## src/rtl/mul_issue_ctrl_pkg.sv

```systemverilog
// Shared types for the multiplier issue controller:
// opcode and state encodings plus operand/half-select helpers.
package mul_issue_ctrl_pkg;

  typedef enum logic [1:0] {
    OP_MUL    = 2'b00,
    OP_MULH   = 2'b01,
    OP_MULHSU = 2'b10,
    OP_MULHU  = 2'b11
  } mul_op_e;

  typedef enum logic [2:0] {
    S_IDLE,
    S_LAUNCH,
    S_WAIT,
    S_RESP,
    S_DRAIN
  } mul_state_e;

  localparam logic [1:0] TOK_NONE   = 2'b00;
  localparam logic [1:0] TOK_LAUNCH = 2'b01;

  function automatic logic sel_high(input mul_op_e op);
    return op != OP_MUL;
  endfunction

  function automatic logic rs1_signed(input mul_op_e op);
    return op != OP_MULHU;
  endfunction

  function automatic logic rs2_signed(input mul_op_e op);
    return (op == OP_MUL) || (op == OP_MULH);
  endfunction

endpackage

```

## src/rtl/mul_result_cache.sv

```systemverilog
// One-entry product cache keyed on operands and opcode.
// MUL hits any entry: the low half ignores signedness.
module mul_result_cache
  import mul_issue_ctrl_pkg::*;
#(
  parameter int DataWidth = 64
) (
  input  logic                   clk_i,
  input  logic                   rst_i,
  input  logic                   clr_i,
  input  logic                   wr_i,
  input  mul_op_e                wr_op_i,
  input  logic [DataWidth-1:0]   wr_rs1_i,
  input  logic [DataWidth-1:0]   wr_rs2_i,
  input  logic [2*DataWidth-1:0] wr_prod_i,
  input  mul_op_e                lk_op_i,
  input  logic [DataWidth-1:0]   lk_rs1_i,
  input  logic [DataWidth-1:0]   lk_rs2_i,
  output logic                   hit_o,
  output logic [2*DataWidth-1:0] prod_o
);

  logic                   valid_q;
  mul_op_e                op_q;
  logic [DataWidth-1:0]   rs1_q;
  logic [DataWidth-1:0]   rs2_q;
  logic [2*DataWidth-1:0] prod_q;

  always_ff @(posedge clk_i) begin
    if (rst_i) begin
      valid_q <= 1'b0;
      op_q    <= OP_MUL;
      rs1_q   <= '0;
      rs2_q   <= '0;
      prod_q  <= '0;
    end else if (clr_i) begin
      valid_q <= 1'b0;
    end else if (wr_i) begin
      valid_q <= 1'b1;
      op_q    <= wr_op_i;
      rs1_q   <= wr_rs1_i;
      rs2_q   <= wr_rs2_i;
      prod_q  <= wr_prod_i;
    end
  end

  assign hit_o = valid_q
              && (lk_rs1_i == rs1_q)
              && (lk_rs2_i == rs2_q)
              && ((lk_op_i == OP_MUL) || (lk_op_i == op_q));

  assign prod_o = prod_q;

endmodule

```

## src/rtl/mul_issue_ctrl.sv

```systemverilog
// Issue/sequencing controller for the pipelined multiplier:
// operand extension, launch token, watchdog, flush and result cache.
module mul_issue_ctrl
  import mul_issue_ctrl_pkg::*;
#(
  parameter int DataWidth     = 64,
  parameter int MulLatency    = 5,
  parameter int WatchdogSlack = 2
) (
  input  logic                   clk_i,
  input  logic                   rst_i,
  input  logic                   req_valid_i,
  input  logic [1:0]             req_op_i,
  input  logic [DataWidth-1:0]   req_rs1_i,
  input  logic [DataWidth-1:0]   req_rs2_i,
  input  logic [4:0]             req_rd_i,
  input  logic                   flush_i,
  output logic                   mul_hold_to_ex_o,
  output logic [DataWidth:0]     mul_multiplicand_o,
  output logic [DataWidth:0]     mul_multiplier_o,
  output logic [1:0]             mul_hold_flag_to_dp_o,
  input  logic                   mul_hold_end_from_dp_i,
  input  logic [2*DataWidth-1:0] mul_product_i,
  output logic                   resp_valid_o,
  output logic [DataWidth-1:0]   resp_data_o,
  output logic [4:0]             resp_rd_o,
  output logic                   mul_error_o
);

  localparam int WdLim = MulLatency + WatchdogSlack;
  localparam int WdW   = $clog2(WdLim + 1);
  localparam logic [WdW-1:0] WdLoad = WdW'(WdLim);

  mul_state_e           state_q;
  mul_op_e              op_q;
  logic [4:0]           rd_q;
  logic [DataWidth-1:0] rs1_q;
  logic [DataWidth-1:0] rs2_q;
  logic [WdW-1:0]       wdog_q;
  logic [WdW-1:0]       wdog_d;
  logic [DataWidth:0]   mcand_q;
  logic [DataWidth:0]   mplier_q;
  logic [1:0]           tok_q;
  logic                 resp_valid_q;
  logic [DataWidth-1:0] resp_data_q;
  logic [4:0]           resp_rd_q;
  logic                 err_q;

  mul_op_e                req_op;
  logic                   accept;
  logic                   end_tok;
  logic                   expire;
  logic                   in_flight;
  logic                   cache_hit;
  logic                   cache_wr;
  logic                   cache_clr;
  logic [2*DataWidth-1:0] cache_prod;
  logic [DataWidth:0]     ext_a;
  logic [DataWidth:0]     ext_b;

  function automatic logic [DataWidth-1:0] pick(
    input mul_op_e                op,
    input logic [2*DataWidth-1:0] p
  );
    return sel_high(op) ? p[2*DataWidth-1:DataWidth]
                        : p[DataWidth-1:0];
  endfunction

  assign req_op    = mul_op_e'(req_op_i);
  assign end_tok   = mul_hold_end_from_dp_i;
  assign accept    = (state_q == S_IDLE) && req_valid_i && !flush_i;
  assign in_flight = (state_q == S_LAUNCH) || (state_q == S_WAIT);
  assign wdog_d    = (wdog_q == '0) ? '0 : wdog_q - WdW'(1);
  assign expire    = (wdog_d == '0);

  assign ext_a = {rs1_signed(req_op) & req_rs1_i[DataWidth-1], req_rs1_i};
  assign ext_b = {rs2_signed(req_op) & req_rs2_i[DataWidth-1], req_rs2_i};

  // A flush or a lost token invalidates the entry so a replay relaunches.
  assign cache_wr  = (state_q == S_WAIT) && end_tok && !flush_i;
  assign cache_clr = (in_flight && flush_i)
                  || ((state_q == S_WAIT) && !end_tok && expire);

  mul_result_cache #(
    .DataWidth (DataWidth)
  ) u_cache (
    .clk_i     (clk_i),
    .rst_i     (rst_i),
    .clr_i     (cache_clr),
    .wr_i      (cache_wr),
    .wr_op_i   (op_q),
    .wr_rs1_i  (rs1_q),
    .wr_rs2_i  (rs2_q),
    .wr_prod_i (mul_product_i),
    .lk_op_i   (req_op),
    .lk_rs1_i  (req_rs1_i),
    .lk_rs2_i  (req_rs2_i),
    .hit_o     (cache_hit),
    .prod_o    (cache_prod)
  );

  always_ff @(posedge clk_i) begin
    if (rst_i) begin
      state_q      <= S_IDLE;
      op_q         <= OP_MUL;
      rd_q         <= '0;
      rs1_q        <= '0;
      rs2_q        <= '0;
      wdog_q       <= '0;
      mcand_q      <= '0;
      mplier_q     <= '0;
      tok_q        <= TOK_NONE;
      resp_valid_q <= 1'b0;
      resp_data_q  <= '0;
      resp_rd_q    <= '0;
      err_q        <= 1'b0;
    end else begin
      tok_q        <= TOK_NONE;
      resp_valid_q <= 1'b0;
      err_q        <= 1'b0;
      unique case (state_q)
        S_IDLE: begin
          err_q <= end_tok;
          if (accept) begin
            op_q  <= req_op;
            rd_q  <= req_rd_i;
            rs1_q <= req_rs1_i;
            rs2_q <= req_rs2_i;
            if (cache_hit) begin
              state_q      <= S_RESP;
              resp_valid_q <= 1'b1;
              resp_data_q  <= pick(req_op, cache_prod);
              resp_rd_q    <= req_rd_i;
            end else begin
              state_q  <= S_LAUNCH;
              mcand_q  <= ext_a;
              mplier_q <= ext_b;
              tok_q    <= TOK_LAUNCH;
              wdog_q   <= WdLoad;
            end
          end
        end
        S_LAUNCH: begin
          wdog_q  <= wdog_d;
          state_q <= flush_i ? S_DRAIN : S_WAIT;
        end
        S_WAIT: begin
          wdog_q <= wdog_d;
          if (flush_i) begin
            state_q <= end_tok ? S_IDLE : S_DRAIN;
          end else if (end_tok) begin
            state_q      <= S_RESP;
            resp_valid_q <= 1'b1;
            resp_data_q  <= pick(op_q, mul_product_i);
            resp_rd_q    <= rd_q;
          end else if (expire) begin
            state_q <= S_IDLE;
            err_q   <= 1'b1;
          end
        end
        S_RESP: begin
          err_q   <= end_tok;
          state_q <= S_IDLE;
        end
        S_DRAIN: begin
          wdog_q <= wdog_d;
          if (end_tok || expire) state_q <= S_IDLE;
        end
        default: state_q <= S_IDLE;
      endcase
    end
  end

  assign mul_hold_to_ex_o      = accept || in_flight;
  assign mul_multiplicand_o    = mcand_q;
  assign mul_multiplier_o      = mplier_q;
  assign mul_hold_flag_to_dp_o = tok_q;
  assign resp_valid_o          = resp_valid_q;
  assign resp_data_o           = resp_data_q;
  assign resp_rd_o             = resp_rd_q;
  assign mul_error_o           = err_q;

endmodule

```

## config.mk

```make
export PLATFORM = sky130hd
export DESIGN_NAME = mul_issue_ctrl
export DESIGN_NICKNAME = d
export VERILOG_FILES = /design/src/rtl/mul_issue_ctrl_pkg.sv /design/src/rtl/mul_result_cache.sv /design/src/rtl/mul_issue_ctrl.sv
export SDC_FILE = /design/constraint.sdc
export NUM_CORES = 1
export LEC_CHECK = 0
export CORE_MARGIN = 5
export CORE_UTILIZATION = 52
export CTS_CLUSTER_SIZE = 12
export DETAILED_ROUTE_END_ITERATION = 8
export PLACE_DENSITY = 0.8
export SETUP_SLACK_MARGIN = 0.5
export SYNTH_ARGS = -nofsm -noshare
export SYNTH_HDL_FRONTEND = slang
export SYNTH_SLANG_ARGS = --single-unit
```

## constraint.sdc

```tcl
create_clock -name clk_i -period 3.35 [get_ports clk_i]
set_clock_uncertainty 0.15 [all_clocks]
set_input_delay 0.5025 -clock clk_i [delete_from_list [all_inputs] [get_ports clk_i]]
set_output_delay 0.5025 -clock clk_i [all_outputs]
set_load 0.05 [all_outputs]
```

After elaboration in Yosys (flattened, before gate mapping)
Index checks and enable logic that the tools add are counted.
{ "word_totals": {"regBits": 603, "in_bits": 268, "output_inout_bits": 204, "elab_cells": 112} }
{ "classes": {"add_sub_neg": 1, "n_eq_ne": 16, "muxes": 35, "bitwise": 6, "reduce_logical": 36} }
{ "op_table": {"columns": ["operator", "count"], "rows": [
  ["2-to-1 mux 64 bit", 6],
  ["equality test 64 bit", 2],
  ["one-hot mux 64 bit (2 select lines)", 1],
  ["2-to-1 mux 3 bit", 10],
  ["2-to-1 mux 5 bit", 4],
  ["!= test 2 bit, second input constant", 7],
  ["one-hot mux 3 bit (4 select lines)", 1],
  ["logical AND 1 bit", 10],
  ["one-hot mux 5 bit (2 select lines)", 1],
  ["logical NOT 3 bit", 3],
  ["AND reduction 3 bit", 3],
  ["2-to-1 mux 1 bit", 8],
  ["nonzero test 2 bit", 4],
  ["equality test 3 x 2 -> 1 bit, second input constant", 2],
  ["logical OR 1 bit", 6],
  ["one-hot mux 3 bit (2 select lines)", 1],
  ["OR reduction 3 bit", 2],
  ["AND reduction 5 bit", 1],
  ["!= test 4 bit, second input constant", 1],
  ["inverter 1 bit", 4],
  ["one-hot mux 1 bit (2 select lines)", 2],
  ["AND reduction 2 bit", 2],
  ["OR reduction 2 bit", 2],
  ["equality test 3 x 1 -> 1 bit, second input constant", 1],
  ["other kinds (8)", 10]
]} }

Longest topological paths before layout
{ "depth": {"word_depth": 7, "ltp_mapped": 12, "ltp_nobuf": 7} }

Cells and area by module
A second synthesis with hierarchy kept.
{ "hier_totals": {"hier_cells": 3175, "hier_area_um2": 24257.0} }
{ "by_module_without_submodules": {"columns": ["mod", "n_inst", "cells_per_inst", "area_each_um2", "seq_area_each_um2"], "rows": [
  ["mul_issue_ctrl", 1, 1832, 13785.7, 6866.6],
  ["mul_result_cache", 1, 1343, 10471.3, 5185.0]
]} }

Least setup slack after synthesis
OpenSTA, ideal clock, no wires.
{ "synth_path": {"path_type": "input-to-reg", "start": "input port req_rs1_i[27]", "end": "register resp_data_q[53], in the netlist resp_data_o[53]", "setup_time_ns": 0.123, "arrival_ns": 2.655, "required_time_ns": 3.077, "path_slack_ns": 0.422, "path_stages": 11, "path_buffers": 4, "path_cell_list": "nor2b_1 > a2111o_1 > or4_1 > nor4_1 > and4_1 > buf_4 > o21ai_1 > buf_2 > buf_6 > buf_6 > mux2i_1"} }
{ "synth_via": {"elab_chain_len": 6} }
{ "synth_lines": {"columns": ["element", "line_no", "source"], "rows": [
  ["start, declared", "mul_issue_ctrl.sv:14", "input logic [DataWidth-1:0] req_rs1_i,"],
  ["equality test 64 bit", "mul_result_cache.sv:48", "&& (lk_rs1_i == rs1_q)"],
  ["logical AND 1 bit", "mul_result_cache.sv:48", null],
  ["logical AND 1 bit", "mul_result_cache.sv:49", "&& (lk_rs2_i == rs2_q)"],
  ["logical AND 1 bit", "mul_result_cache.sv:50", "&& ((lk_op_i == OP_MUL) || (lk_op_i == op_q));"],
  ["!= test 2 bit (no line)", null, null],
  ["AND reduction 5 bit (no line)", null, null],
  ["end signal, assigned", "mul_issue_ctrl.sv:132", "resp_data_q <= pick(req_op, cache_prod);"],
  ["end signal, assigned", "mul_issue_ctrl.sv:154", "resp_data_q <= pick(op_q, mul_product_i);"],
  ["end, declared", "mul_issue_ctrl.sv:45", "logic [DataWidth-1:0] resp_data_q;"]
]} }
No other way between the ends.
A chain may end at the register's enable or synchronous reset.

Worst setup path after layout
{ "layout_path": {"start": "input port req_rs1_i[40]", "end": "register mplier_q[9], in the netlist mul_multiplier_o[9]"} }
{ "layout_via": {"elab_chain_len": 6} }
{ "layout_lines": {"columns": ["element", "line_no", "source"], "rows": [
  ["equality test 64 bit", "mul_result_cache.sv:48", null],
  ["logical AND 1 bit", "mul_result_cache.sv:48", null],
  ["logical AND 1 bit", "mul_result_cache.sv:49", null],
  ["logical AND 1 bit", "mul_result_cache.sv:50", null],
  ["inverter 1 bit (no line)", null, null],
  ["AND reduction 3 bit (no line)", null, null],
  ["end signal, assigned", "mul_issue_ctrl.sv:137", "mplier_q <= ext_b;"],
  ["end, declared", "mul_issue_ctrl.sv:42", "logic [DataWidth:0] mplier_q;"]
]} }
No other way between the ends.

==> metrics.yaml <==
timing:
  period_minus_slack_ns: 2.84
  slew_violations: 0
  period_share_pct: 84.9
  worst_pin_slew_ns: 1.13
  rsz0062_at_grt: "true"
  slew_headroom_pct: 24.8
  max_freq_mhz: 352
  hold_violations: 0
  finalSetupViolations: 0
floorplanning:
  start_util_pct: 52.5
  die_x_um: 230
  die-area_sq_um: 52700
  fp-row-count: 80
  coreArea_sq_um: 47700
  io_pins: 472
  dieHeight_um: 230
outcome:
  status: "completed"
yosys:
  synthesis.area_sq_um: 25100
  syn-num-nets: 3496
  synthArstFlopShare_pct: 0
  yosysSeqAreaShare_pct: 48.0
  syn_area_per_cell_sq_um: 7.77
  syn_inst: 3228
  synth_edf_count: 0
  yosys_warnings: 0
  ys_ff_latch: 602
  ys.flop_type: "dfxtp_1"
  synth.distinct_cells: 49
finish:
  num-fill-cells: 3831
  num-nets-final: 3898
  drive_gt1_share_pct: 8.85
  ff_latch_area_sq_um: 12100
  area_growth_pct: 31.9
  final_common_cell: "nand2_1"
  multi_input_area_sq_um: 12100
  finalNonFillerCells: 4297
  final_cell_mix: "nand2_1 (1013), dfxtp_1 (601), a21oi_1 (527)"
clocking:
  cts_tree: "yes"
  clock_latency_ns: 0.64
  htreeDepth: 2
  cts_buffers: 61
  cts_buffer_depth: 3
  root_buffer: "clkbuf_16"
  path_clk_slew_ns: 0.06
  cts.sinks: 602
  hold_buffers: 0
power_and_ir_drop:
  p_total_uw: 16900
  p_leak_uw: 0.0122
  power.density_nw_per_um2: 510
  ir_drop_v: 0.000431
routing:
  first_pass_iters: 6
  drc: 0
  vias: 24665
  first_iter_violations: 2844
  ant_nets: 0
  drt_wl_total_mm: 86.2
  vias_per_cell: 5.74
  wl_per_cell_um: 20.1
placed_design:
  dp.cells: 4176
  portBuffers: 470
  place_congestion: 0.920
  dpl.hpwl_mm: 57.0
run:
  cap_violations: 0
critical_path:
  crit_arrival_ns: 3.15
  crit_type: "in -> reg"
  critPathRequiredTime_ns: 3.66
  end_kind: "flip-flop"
  critPathLaunchType: "input pin"
  cp_max_fo: 32
  r2r_cells: 10
grt:
  grt_max_degree: 202
  grt_pass1_wl_mm: 130
  grt_pass1_vias: 22592
  antenna_found_initial: 12
  grt-ovfl-total: 0
  grt_usage_pct: 30.3
min_path:
  worstHoldPathType: "in -> reg"
  holdPathStages: 3
==> synth_stat cells, drive strengths merged, types with 7 or more instances <==
library cell	instances	area, sq um
nand2b	41	257
nand4	12	75.1
mux2i	69	691
buf	26	131
mux2	64	721
xnor2	8	70.1
a2111oi	16	140
nand3	192	961
o211ai	64	480
nand2	1014	3810
inv	26	97.6
o2111a	7	78.8
dfxtp	602	12100
nor2b	50	313
a21oi	527	2640
o21ai	138	691
clkbuf	240	901
nor2	13	48.8
xor2	57	499
nor4	17	106
==> metrics by stage <==
stage | instance area, sq um | hold WS (ns) | util [%] | TNS (ns) | setup slack (ns)
5_1_grt | 33100 | 0.151 | 69.3 | 0 | 0.422
6_report | 33100 | 0.130 | 69.3 | 0 | 0.507
2_1_floorplan | 25100 | 0.282 | - | 0 | 0.531
4_1_cts | 32800 | 0.217 | 68.7 | 0 | 0.503
3_3_place_gp | 30900 | 0.287 | 64.8 | -35.23 | -0.222
3_5_place_dp | 30900 | 0.292 | 64.8 | -45.40 | -0.291
==> critical path: stages <==
cell	delay (ns)
clkdlybuf4s50_1	0.50
buf_4	0.18
inv_1	0.04
o22ai_1	0.10
or4_4	0.57
nor4_4	0.29
buf_4	0.14
nand4_1	0.20
buf_4	0.25
buf_12	0.18
nand3_1	0.10
a21oi_1	0.07
==> worst paths after layout <==
check                                        from             endpoint  slack (ns)
worst max-delay path                req_rs1_i[40]  mul_multiplier_o[9]        0.51
worst min register to register          rs1_q[50]    u_cache.rs1_q[50]        0.30
worst min-delay path                req_rs1_i[28]            rs1_q[28]        0.13
worst max register to register  u_cache.rs1_q[44]  mul_multiplier_o[9]        0.51
==> layout make-up <==
class	count	area share, %
Multi-Input combinational cell	2333	36.7
Sequential cell	602	36.4
Timing Repair Buffer	605	18.7
Clock buffer	95	5.27
Tap cell	615	2.32
Inverter	27	0.314
Clock inverter	12	0.261
Antenna cell	8	0.0605
==> sequential cells by signal, summed over array words and instances (netlist names) <==
register               cells
u_cache.rs2_q             64
wdog_q                     3
resp_rd_o                  5
state_q                    3
resp_data_o               64
mul_multiplier_o          65
u_cache.rs1_q             64
mul_hold_flag_to_dp_o      1
u_cache.prod_o           128
op_q                       2
mul_multiplicand_o        65
mul_error_o                1
rs2_q                     64
rd_q                       5
rs1_q                     64
u_cache.valid_q            1
resp_valid_o               1
u_cache.op_q               2
==> routing by layer <==
layer / vias up / wire length [um] / global-route usage [%]
li1: 11660 / - / -
met1: 11688 / 34400 / 40.1
met2: 1134 / 40100 / 49.2
met3: 177 / 8650 / 6.85
met4: 6 / 3090 / 10.5
met5: - / 39 / 0
==> kinds of logic (layout without fill, tap and decap cells) <==
family | count (synthesis) | count (layout) | synth area share [%]
multiplexers | 133 | 133 | 5.63
AND/OR/NAND/NOR | 1358 | 1358 | 22.7
XOR/XNOR | 65 | 65 | 2.27
AO/OA/AOI/OAI | 776 | 776 | 16.8
flip-flops | 602 | 602 | 48.0
other | 1 | 9 | 0.0150
buffers and inverters | 293 | 739 | 4.52
==> what timing repair did <==
item / CTS / global route
gates resized for setup: 10 / 48
cloned: 0 / 4
setup buffers: 0 / 2
pin swaps: 2 / 9
endpoints found under the setup margin: 197 / 209
hold endpoints to repair: 0 / 0
==> report_power, final <==
| part | internal, uW | switching, uW | leakage (uW) |
|---|---|---|---|
| clock network | 3550 | 2840 | 0.000900 |
| registers | 7480 | 167 | 0.00489 |
| logic | 1020 | 1820 | 0.00637 |
No activity file was read; power rests on OpenSTA's default activity.
